### src/rtl/vga_sync_gen.sv
// VGA timing generator: pixel-rate divider, x/y raster counters and registered syncs.
// Optional completed-frame counter is built only when VGA_FRAME_COUNT_EN is defined.
module vga_sync_gen #(
  parameter int H_VISIBLE = 640,
  parameter int H_FRONT   = 16,
  parameter int H_SYNC    = 96,
  parameter int H_BACK    = 48,
  parameter int V_VISIBLE = 480,
  parameter int V_FRONT   = 10,
  parameter int V_SYNC    = 2,
  parameter int V_BACK    = 33
) (
  input  logic        clk,
  input  logic        reset,
  output logic        pixel_tick,
  output logic [9:0]  pixel_x,
  output logic [9:0]  pixel_y,
  output logic        hsync,
  output logic        vsync,
  output logic        video_on,
  output logic        frame_end,
  output logic [15:0] frame_count
);

  localparam int H_TOTAL  = H_VISIBLE + H_FRONT + H_SYNC + H_BACK;
  localparam int V_TOTAL  = V_VISIBLE + V_FRONT + V_SYNC + V_BACK;
  localparam int HS_START = H_VISIBLE + H_FRONT;
  localparam int HS_END   = HS_START + H_SYNC;
  localparam int VS_START = V_VISIBLE + V_FRONT;
  localparam int VS_END   = VS_START + V_SYNC;

  logic       tick_q, tick_d;
  logic [9:0] x_q, x_d;
  logic [9:0] y_q, y_d;
  logic       hs_q, hs_d;
  logic       vs_q, vs_d;
  logic       fe_q, fe_d;

  always_comb begin
    tick_d = ~tick_q;
    x_d    = x_q;
    y_d    = y_q;
    if (tick_q) begin
      if (x_q == 10'(H_TOTAL - 1)) begin
        x_d = '0;
        if (y_q == 10'(V_TOTAL - 1)) y_d = '0;
        else                         y_d = y_q + 10'd1;
      end else begin
        x_d = x_q + 10'd1;
      end
    end
    // Syncs decode the next counter values so they switch on the same edge as the counters.
    hs_d = !((x_d >= 10'(HS_START)) && (x_d < 10'(HS_END)));
    vs_d = !((y_d >= 10'(VS_START)) && (y_d < 10'(VS_END)));
    // Fires on the idle half of the first pixel of line V_VISIBLE, so once per frame.
    fe_d = (x_q == 10'd0) && (y_q == 10'(V_VISIBLE)) && !tick_q;
  end

  always_ff @(posedge clk or negedge reset) begin
    if (!reset) begin
      tick_q <= 1'b0;
      x_q    <= '0;
      y_q    <= '0;
      hs_q   <= 1'b1;
      vs_q   <= 1'b1;
      fe_q   <= 1'b0;
    end else begin
      tick_q <= tick_d;
      x_q    <= x_d;
      y_q    <= y_d;
      hs_q   <= hs_d;
      vs_q   <= vs_d;
      fe_q   <= fe_d;
    end
  end

  assign pixel_tick = tick_q;
  assign pixel_x    = x_q;
  assign pixel_y    = y_q;
  assign hsync      = hs_q;
  assign vsync      = vs_q;
  assign frame_end  = fe_q;
  assign video_on   = (x_q < 10'(H_VISIBLE)) && (y_q < 10'(V_VISIBLE));

`ifdef VGA_FRAME_COUNT_EN
  logic [15:0] fc_q, fc_d;

  always_comb begin
    fc_d = fc_q;
    if (tick_q && (x_q == 10'(H_TOTAL - 1)) && (y_q == 10'(V_TOTAL - 1)))
      fc_d = fc_q + 16'd1;
  end

  always_ff @(posedge clk or negedge reset) begin
    if (!reset) fc_q <= '0;
    else        fc_q <= fc_d;
  end

  assign frame_count = fc_q;
`else
  assign frame_count = '0;
`endif

endmodule

### config.mk
export PLATFORM = sky130hd
export DESIGN_NAME = vga_sync_gen
export DESIGN_NICKNAME = d
export VERILOG_FILES = /design/src/rtl/vga_sync_gen.sv
export SDC_FILE = /design/constraint.sdc
export NUM_CORES = 1
export LEC_CHECK = 0
export CAP_MARGIN = 20
export CORE_AREA = 4 4 72 54
export CTS_BUF_LIST = sky130_fd_sc_hd__clkbuf_4 sky130_fd_sc_hd__clkbuf_8
export CTS_CLUSTER_SIZE = 10
export DETAILED_ROUTE_END_ITERATION = 6
export DIE_AREA = 0 0 76 58
export PLACE_DENSITY = 0.79
export SYNTH_ARGS = -nofsm -noshare
export SYNTH_HDL_FRONTEND = slang
export SYNTH_SLANG_ARGS = --single-unit
### constraint.sdc
create_clock -name clk -period 2.2 [get_ports clk]
set_clock_uncertainty 0.2 [all_clocks]
set_input_delay 0.33 -clock clk [delete_from_list [all_inputs] [get_ports clk]]
set_output_delay 0.33 -clock clk [all_outputs]
set_load 0.02 [all_outputs]
==> summary.txt, run 1 <==
Pre-antenna DRT Iters -> 4
initial core utilization -> 0.481
Max Fclk -> 468 MHz
clock-pin slew on the worst setup and hold paths -> 0.08 ns
initial antenna violation count -> 0
Cell Area, Synth -> 0.00151 mm2
worst-skew pair later-pin latency -> 0.27 ns
TritonCTS clock tree -> yes
vias -> 1,341
switching portion of total power -> 0.226
Sw Pwr -> 165 uW
Critical Path AT -> 2.12 ns
H-tree depth -> 1
Syn-to-layout area delta -> 29.5%
status -> complete, no violations
share of layout cells above drive strength 1 -> 0.200
synth top area cells -> dfrtp_1, buf_4, o21ai_0, dfstp_2, xnor2_1
Final Power -> 731 uW
synthesized instance count -> 161
DP Area -> 0.00187 mm2
Final Cycle Share -> 0.971
Async SR Flop Fraction -> 1.00
Mean Syn Cell Area -> 9.35 um2
first-pass GRT wire length -> 5950 um
Startpoint Class -> flop
maximum VDD drop -> 0.000257 V
hold crit path type -> input pin to async pin
worst r2r dst -> vsync
Longest Clk Path Bufs -> 2
Setup CP Type -> flop to flop
Max-Cap Viols -> 0
Worst Setup SP -> pixel_y[0]
Final ANT Viol Nets -> 0
Die Wd -> 76 um
Crit path required time -> 2.19 ns
crit path to -> vsync
FP Rows -> 17
total CTS buffers -> 3
clock power share -> 0.348
Reg power frac -> 0.603
PortBufs -> 26
Yosys top cell by area -> dfrtp_1
Logic pwr share -> 0.049
Clock Sinks -> 24
Reg-to-Reg Start -> pixel_y[0]
Setup crit end kind -> flop
register area -> 603 um2
post-synth cell types -> 41
Post-synth top cells -> dfrtp_1, buf_4, o21ai_0
#FFs+latches synth -> 24
ys flop type -> dfrtp_1
die area -> 0.00441 mm2
critical path peak fanout -> 3
hold_ws -> 0.223 ns
# diodes -> 0
# IOs -> 43
Reg2Reg Depth -> 6
Core Footprint -> 0.00313 mm2
fill count -> 249
RSZ-0062 raised after global routing -> true
design area -> 0.00195 mm2
post-DR vias/cell -> 5.52
post-synth top area share -> 0.366
Multi-input gate area -> 800 um2
final setup vio count -> 0
most common cell in the netlist -> dfrtp_1
HPWL Detailed -> 2920 um
Global Route Usage Sum -> 0.168
nets@finish -> 213
post-layout util -> 0.623
Lkg Pwr -> 0.861 nW
vias in the first global route -> 1,202
Routed WL per cell -> 15.7 um
Routed WL -> 3820 um
final slew viol count -> 0
Die Span Y -> 58 um
Overflow after GRT -> 0
Clock Tree Root -> clkbuf_8
pin count of the biggest net entering global routing -> 25
P per Cell Area -> 375 mW/mm2
minimum clock period -> 2.14 ns
EDFF count, synth -> 0
Final Hold Fails -> 0
Reg2Reg Setup Slack -> 0.06 ns
sequential area share after synthesis -> 0.401
GPL Wtd Cong -> 0.884
Power Internal -> 566 uW
Iteration-0 DRC Markers -> 93
Syn. warnings -> 0
drt drc -> 0
==> critical path: stages (launching register included) <==
cell       delay [ns]
dfrtp_1          0.39
ha_2             0.21
and3_2           0.25
nand4_1          0.12
mux2_2           0.36
or3b_1           0.34
nand4bb_1        0.19
==> placed cells by master, fill, tap and decap left out, types with 4 or more instances in the layout <==
cell type / n
conb_1: 16
nor4_1: 5
clkdlybuf4s50_1: 25
inv_1: 9
nor3_1: 4
or3_1: 4
o21ai_0: 12
buf_4: 22
nand2_1: 11
xnor2_1: 5
nand3_1: 7
nor2_1: 10
dfrtp_1: 22
nand4_1: 8
==> metal layers <==
layer | GRT usage | up-vias | part of all wire
met4 | 0.0381 | 0 | 0.0058
met3 | 0.0450 | 4 | 0.068
met2 | 0.238 | 61 | 0.46
met1 | 0.253 | 646 | 0.47
li1 | - | 630 | -
met5 | 0 | - | 0
==> logic make-up (layout without fill, tap and decap cells) <==
group | Yosys count | after routing | synth area share
buffers and inverters | 31 | 60 | 0.126
other | 1 | 16 | 0.00249
AOI/OAI and AO/OA | 18 | 18 | 0.0790
DFF | 24 | 24 | 0.401
and+or+nand+nor | 70 | 70 | 0.278
muxes | 4 | 4 | 0.0274
xor gates and xnor gates | 9 | 9 | 0.0524
adders and majority gates | 4 | 4 | 0.0333
==> metrics by stage <==
stage | instances | setup TNS, ns | setup slack [ns]
after floorplan | 176 | 0 | 0.0447
after global placement | 239 | 0 | 0.0873
after detailed placement | 239 | 0 | 0.0462
final | 243 | 0 | 0.0635
after global routing | 243 | -0.0633 | -0.0462
after CTS | 242 | 0 | 0.0358
==> what timing repair did <==
| action | in CTS | in global routing |
|---|---|---|
| hold buffers | 0 | 0 |
| hold endpoints to repair | 0 | 0 |
| pin swaps | 0 | 3 |
| buffers inserted | 0 | 1 |
| setup endpoints to repair | 1 | 5 |
| resized for setup | 1 | 7 |
==> power by group through the flow <==
stage | registers (mW) | logic [mW] | clock network, mW
after floorplan | 0.450 | 0.0455 | 0
final | 0.441 | 0.0357 | 0.255
after CTS | 0.441 | 0.0355 | 0.264
after global placement | 0.450 | 0.0352 | 0
after detailed placement | 0.450 | 0.0355 | 0
after global routing | 0.441 | 0.0395 | 0.279
==> registers in the layout (all words and copies together), names as in the netlist <==
name and flops:
pixel_x 10, pixel_y 10, frame_end 1, hsync 1, pixel_tick 1, vsync 1
==> how the worst min path moves through the flow <==
stage | to | cells after the start | slack (ns) | start
after floorplan | frame_end | 0 | -0.17 | reset
after global placement | pixel_y[8] | 1 | 0.36 | pixel_y[8]
after detailed placement | pixel_y[8] | 1 | 0.39 | pixel_y[8]
after CTS | pixel_y[5] | 2 | 0.23 | reset
after global routing | pixel_y[5] | 2 | 0.25 | reset
final | frame_end | 2 | 0.22 | reset
==> cell type report <==
cell class	count	area share
Timing Repair Buffer	48	0.218
Tap cell	38	0.0244
Clock buffer	3	0.0212
Inverter	9	0.0173
Multi-Input combinational cell	121	0.410
Sequential cell	24	0.309
No activity file was read; power rests on OpenSTA's default activity.
==> run 2, diff against run 1 <==
--- a/config.mk
+++ b/config.mk
@@ -12,6 +12,7 @@
 export DETAILED_ROUTE_END_ITERATION = 6
 export DIE_AREA = 0 0 76 58
 export PLACE_DENSITY = 0.79
+export SLEW_MARGIN = 20
 export SYNTH_ARGS = -nofsm -noshare
 export SYNTH_HDL_FRONTEND = slang
 export SYNTH_SLANG_ARGS = --single-unit
==> results of run 2 <==
Final layout, timing and power as in run 1 (identical DEF).
